==> config.mk <==
export PLATFORM = sky130hd
export DESIGN_NAME = instr_fetch_unit
export DESIGN_NICKNAME = d
export VERILOG_FILES = /design/src/rtl/instr_fetch_unit.sv
export SDC_FILE = /design/constraint.sdc
export NUM_CORES = 1
export LEC_CHECK = 0
export CORE_AREA = 2 2 68 70
export DETAILED_ROUTE_END_ITERATION = 8
export DIE_AREA = 0 0 70 72
export PLACE_DENSITY = 0.89
export SETUP_SLACK_MARGIN = 0.2
export SYNTH_ARGS = -nofsm -noshare
export SYNTH_HDL_FRONTEND = slang
export SYNTH_SLANG_ARGS = --single-unit
export TNS_END_PERCENT = 20
==> constraint.sdc <==
create_clock -name clk -period 6.57 [get_ports clk]
set_input_delay 0.657 -clock clk [delete_from_list [all_inputs] [get_ports clk]]
set_output_delay 0.657 -clock clk [all_outputs]
set_load 0.01 [all_outputs]
==> src/rtl/instr_fetch_unit.sv <==
// instr_fetch_unit: fetches Hack instructions for the PC over a
// request/grant/response memory port and stalls the PC until delivery.
// Ports: clk, reset (async, active-high);
//   CPU side:    fetch_en, pc, flush -> instr, instr_valid, stall, fetch_err
//   memory side: mem_req, mem_addr -> ; <- mem_gnt, mem_rvalid, mem_rdata
module instr_fetch_unit #(
    parameter int ADDR_W  = 15,
    parameter int DATA_W  = 16,
    parameter int TIMEOUT = 255
) (
    input  logic              clk,
    input  logic              reset,
    input  logic              fetch_en,
    input  logic [ADDR_W-1:0] pc,
    input  logic              flush,
    output logic [DATA_W-1:0] instr,
    output logic              instr_valid,
    output logic              stall,
    output logic              fetch_err,
    output logic              mem_req,
    output logic [ADDR_W-1:0] mem_addr,
    input  logic              mem_gnt,
    input  logic              mem_rvalid,
    input  logic [DATA_W-1:0] mem_rdata
);

    localparam int CW = $clog2(TIMEOUT + 1);

    typedef enum logic [1:0] {
        IDLE,
        REQ,
        WAIT,
        DROP
    } state_t;

    state_t            state;
    state_t            state_n;
    logic [CW-1:0]     cnt;
    logic [CW-1:0]     cnt_n;
    logic [CW-1:0]     cnt_inc;
    logic              timeout;
    logic              req_n;
    logic [ADDR_W-1:0] addr_n;
    logic [DATA_W-1:0] instr_n;
    logic              valid_n;
    logic              err_n;

    // cnt counts response-wait cycles since the grant; the abort fires
    // on the edge where the count would reach TIMEOUT.
    assign cnt_inc = cnt + CW'(1);
    assign timeout = (cnt_inc == CW'(TIMEOUT));

    assign stall = (state != IDLE) | (fetch_en & (state == IDLE) & ~flush);

    always_ff @(posedge clk or posedge reset) begin
        if (reset) begin
            state       <= IDLE;
            cnt         <= '0;
            mem_req     <= 1'b0;
            mem_addr    <= '0;
            instr       <= '0;
            instr_valid <= 1'b0;
            fetch_err   <= 1'b0;
        end else begin
            state       <= state_n;
            cnt         <= cnt_n;
            mem_req     <= req_n;
            mem_addr    <= addr_n;
            instr       <= instr_n;
            instr_valid <= valid_n;
            fetch_err   <= err_n;
        end
    end

    always_comb begin
        state_n = state;
        cnt_n   = cnt;
        req_n   = mem_req;
        addr_n  = mem_addr;
        instr_n = instr;
        valid_n = 1'b0;
        err_n   = fetch_err;
        unique case (state)
            IDLE: begin
                if (fetch_en && !flush) begin
                    addr_n  = pc;
                    req_n   = 1'b1;
                    state_n = REQ;
                end
            end
            REQ: begin
                if (mem_gnt) begin
                    // A granted request always owes a response, so a
                    // flush here must still drain it in DROP.
                    req_n   = 1'b0;
                    cnt_n   = '0;
                    state_n = flush ? DROP : WAIT;
                end else if (flush) begin
                    req_n   = 1'b0;
                    state_n = IDLE;
                end
            end
            WAIT: begin
                if (mem_rvalid) begin
                    state_n = IDLE;
                    if (!flush) begin
                        instr_n = mem_rdata;
                        valid_n = 1'b1;
                    end
                end else if (timeout) begin
                    err_n   = 1'b1;
                    state_n = IDLE;
                end else begin
                    // Count keeps running into DROP: the limit bounds the
                    // whole time the transaction is outstanding.
                    cnt_n = cnt_inc;
                    if (flush) begin
                        state_n = DROP;
                    end
                end
            end
            DROP: begin
                if (mem_rvalid) begin
                    state_n = IDLE;
                end else if (timeout) begin
                    err_n   = 1'b1;
                    state_n = IDLE;
                end else begin
                    cnt_n = cnt_inc;
                end
            end
            default: begin
                state_n = IDLE;
            end
        endcase
    end

endmodule
# Word level (Yosys, flattened, before mapping)
# Cells that the tools add are included.
# totals
regBits	44
input_bits	37
output_inout_bits	35
word_cells	58
# classes
n_addsub	1
n_eq_ne	11
mux	21
bitwise_logic	5
reduce_logical	13
# op_table
cell	n
8-bit 2-to-1 mux	3
2-bit 2-to-1 mux	8
8-bit one-hot mux with 2 select lines	1
3-bit AND reduction	3
8-bit by 1-bit adder with 8-bit output, second input constant	1
8-bit equality test, second input constant	1
2-bit one-hot mux with 4 select lines	1
4-bit AND reduction	2
1-bit 2-to-1 mux	7
2-bit != test, second input constant	3
3-bit != test, second input constant	2
2-bit nonzero test	3
2-bit equality test, second input constant	2
4-bit != test, second input constant	1
1-bit bitwise AND	2
2-bit by 1-bit equality test with 1-bit output, second input constant	1
2-bit zero test	1
2-bit by 1-bit != test with 1-bit output, second input constant	1
1-bit NOT	2
1-bit one-hot mux with 2 select lines	1
2-bit AND reduction	1
2-bit OR reduction	1
1-bit logical AND	1
1-bit zero test	1
1-bit OR	1

# Longest topological paths before layout
# logic_depth
word_depth	5
mapped_depth	8
depth_no_buf	8

# Least setup slack after synthesis
# Ideal clock, no wire load.
# synth_path
path_kind	register to register
from	reg cnt[1]
to	reg cnt[4]
setup_time_ns	0.124
arrival_ns	1.970
required_time_ns	6.446
slack_ns	4.476
stages_incl_launch_ff	9
path_buffers	1
period_less_slack_ns	2.094
path_cell_list	dfrtp_1 -> ha_1 -> nand3_2 -> or3_1 -> a21oi_2 -> a31oi_4 -> buf_6 -> and3_1 -> a211o_1
# synth_via
elab_chain_len	4
elab_cells_between_ends	7
cone_classes	add/sub: 1; eq/ne: 2; mux: 3; reduce/logical: 1
# synth_rtl
item	line	text
from (decl)	38	logic [CW-1:0] cnt;
from (signal assigned)	66	cnt <= cnt_n;
8-bit by 1-bit adder with 8-bit output (*)	50	assign cnt_inc = cnt + CW'(1);
8-bit equality test / 8-bit 2-to-1 mux (equally long branches)	51, 110, 125	
2-bit != test (no source line) / 8-bit 2-to-1 mux (equally long branches)	n/a	
4-bit AND reduction (no source line) / 8-bit one-hot mux with 2 select lines (equally long branches)	n/a	
# Every way passes the cells marked *; elsewhere a longest branch is shown, timed or not. The select of a mux whose other input is x is not followed.
# A chain may end at the register's enable or synchronous reset.

# Worst setup path after layout
# layout_path
from	in flush
to	out stall
# layout_via
elab_chain_len	3
# layout_rtl
item	line	text
from (decl)	15	input logic flush,
1-bit NOT (no source line)	n/a	
1-bit bitwise AND	53	assign stall = (state != IDLE) | (fetch_en & (state == IDLE) & ~flush);
1-bit OR	53	
to (decl)	18	output logic stall,
# Every way passes these cells.

==> impl_metrics.json <==
{
  "ctsResizeCount": 0,
  "worst-endpoint-arrival_ns": 2.01,
  "vias": 1440,
  "ant_nets": 0,
  "avgSynthCellArea_um2": 12.9,
  "place_congestion": 0.768,
  "rrSetupSlack_ns": 4.18,
  "cp.required_ns": 5.91,
  "grt_start_max_net_pins": 45,
  "antenna_found_initial": 0,
  "die_x_um": 70,
  "crit_family": "buffers and inverters",
  "post-route-period-util_pct": 40.6,
  "cts_made_buffers": 5,
  "r2r_cells": 8,
  "syn_inst": 150,
  "outcome": "completed",
  "cp_num_cells": 4,
  "wl_mm": 4.04,
  "cp_slowest_stage_delay_ns": 0.54,
  "wl_per_cell_um": 14.5,
  "layout_commonest_cell": "clkdlybuf4s50_1",
  "finalClockSkew_ns": 0.00352,
  "worst_pin_slew_ns": 1.10,
  "setup_viol": 0,
  "critPathCapture": "stall",
  "drv_cap": 0,
  "synth_nets": 189,
  "drtIter0Drc": 101,
  "die_y_um": 72,
  "worstSkewPairLatency_ns": 0.30,
  "rsz0062_at_grt": "false",
  "via_per_inst": 5.18,
  "seq_area_um2": 1100,
  "crit_path_top_delay_cell": "clkdlybuf4s50_1",
  "io_pins": 72,
  "timing.rr.start": "cnt[1]",
  "dp.cells": 270,
  "clockRootBuffer": "clkbuf_8",
  "ctsHoldBuffers": 0,
  "h-tree-depth": 2,
  "finalHoldViolCount": 0,
  "grt_pass1_wl_mm": 6.79,
  "cp_cell_sequence": "clkdlybuf4s50_1, nand2b_1, nand2_1, clkdlybuf4s50_1",
  "power.leakage_uw": 0.00118,
  "ir_drop_v": 0.000243,
  "timing.critical_path.buf_inv": 2,
  "critPathCaptureType": "primary output",
  "grtUsageTotal_pct": 17.2,
  "drive_above_1_share_pct": 23.0,
  "drc": 0,
  "maxSlewHeadroom_pct": 26.0,
  "path_common_cell": "clkdlybuf4s50_1",
  "hold_path.class": "reg -> reg",
  "clk_pin_slew_ns": 0.08,
  "finalNetCount": 264,
  "synth_seq_cells": 44,
  "syn_area_um2": 1940,
  "yosys.area.top_type_share_pct": 56.8,
  "dieArea_um2": 5040,
  "layout.cells.non_filler": 278,
  "cp_max_fo": 5,
  "initial_core_util_pct": 45.4,
  "cts_sinks": 44,
  "reg2reg_to": "state[0]",
  "layout_min_cycle_time_ns": 2.67,
  "ys_warn_count": 0,
  "synth.distinct_cells": 36,
  "grt_pass1_vias": 1487,
  "core_area_um2": 4260,
  "num_rows": 24,
  "areaGrowthSynthToFinish_pct": 44.3,
  "crit_start": "flush",
  "grt_overflow": 0,
  "antenna_cells": 0,
  "path_class": "in -> out",
  "cts_buffer_depth": 2,
  "synth_area_leaders": "dfrtp_1, mux2_2, nand2_1, nand2b_1, mux2i_1",
  "port_buffers": 71,
  "dp_hpwl_mm": 2.96,
  "tns_ns": 0,
  "drt_pre_antenna_iters": 4,
  "synth_top_area_cell": "dfrtp_1",
  "cts_tree": "done",
  "fill_cells": 338,
  "slew_violations": 0,
  "startpoint_type": "primary input",
  "clock.fmax_mhz": 375,
  "most-common-layout-cells": "clkdlybuf4s50_1, dfrtp_1, mux2_2, nand2_1, nor2_1",
  "multi_input_area_um2": 790,
  "powerDensity_nw_per_um2": 388,
  "cts_setup_buffers": 0,
  "synth-seq-area-share_pct": 56.8
}
cells in the mapped netlist, drive strengths merged:
| master | n |
|---|---|
| a211o | 1 |
| a21oi | 2 |
| a221o | 3 |
| a31oi | 1 |
| a32o | 1 |
| and2 | 1 |
| and3 | 3 |
| buf | 4 |
| clkbuf | 1 |
| dfrtp | 44 |
| ha | 2 |
| inv | 4 |
| mux2 | 31 |
| mux2i | 3 |
| nand2 | 15 |
| nand2b | 5 |
| nand3 | 2 |
| nand3b | 2 |
| nand4 | 1 |
| nand4b | 1 |
| nor2 | 7 |
| nor2b | 1 |
| nor3 | 4 |
| o21ai | 7 |
| o22ai | 1 |
| o32a | 1 |
| or3 | 1 |
| xor2 | 1 |
how the worst min path moves through the flow:
| stage | from | end | slack (ns) | cells past startpoint |
|---|---|---|---|---|
| global placement | fetch_err | fetch_err | 0.45 | 1 |
| CTS | fetch_err | fetch_err | 0.49 | 1 |
| floorplan | cnt[6] | cnt[6] | 0.50 | 1 |
| detailed placement | fetch_err | fetch_err | 0.46 | 1 |
| global route | fetch_err | fetch_err | 0.52 | 1 |
| finish | fetch_err | fetch_err | 0.48 | 1 |
per-layer routing:
metal  wire, µm  GRT usage, %  up-vias  part of all wire (%)
met5          0             0        -                     0
met3        293          6.67        7                   7.2
met4         59          5.56        0                   1.5
met2       1970          27.3       51                    49
met1       1720          21.9      704                    43
li1           -             -      678                     -
cells by family after synthesis:
logic type	synth area share, %
xor gates and xnor gates	0.452
adders and majority gates	1.29
and+or+nand+nor	12.0
AOI/OAI and AO/OA	7.24
buffers and inverters	2.65
muxes	19.6
DFF	56.8
stage by stage:
| stage | hold WS (ns) | utilization (%) | setup slack, ns | total power (µW) | cell area (µm²) |
|---|---|---|---|---|---|
| detailed placement | 0.465 | 63.2 | 3.75 | 913 | 2700 |
| floorplan | 0.496 | - | 4.48 | 651 | 1940 |
| global route | 0.516 | 65.5 | 3.83 | 1150 | 2790 |
| CTS | 0.485 | 65.5 | 3.89 | 1100 | 2790 |
| finish | 0.483 | 65.5 | 3.90 | 1080 | 2790 |
| global placement | 0.454 | 63.2 | 3.83 | 896 | 2700 |
sequential cells by signal (all words and copies together), names as in the netlist:
signal       cells
cnt              8
fetch_err        1
instr           16
instr_valid      1
mem_addr        15
mem_req          1
state            2
where the power goes:
part | internal (µW) | total [µW] | leakage (µW) | switching, µW
registers | 379 | 453 | 0.000546 | 73.7
logic | 288 | 451 | 0.000595 | 163
clock network | 85.1 | 179 | 0.0000434 | 93.6
area by class of cell:
| cell class | count | area share, % |
|---|---|---|
| Sequential cell | 44 | 39.4 |
| Clock buffer | 6 | 2.96 |
| Clock inverter | 2 | 0.537 |
| Tap cell | 52 | 2.33 |
| Multi-Input combinational cell | 97 | 28.3 |
| Timing Repair Buffer | 73 | 26.0 |
| Inverter | 4 | 0.537 |
Power figures use the tool's default switching activity.
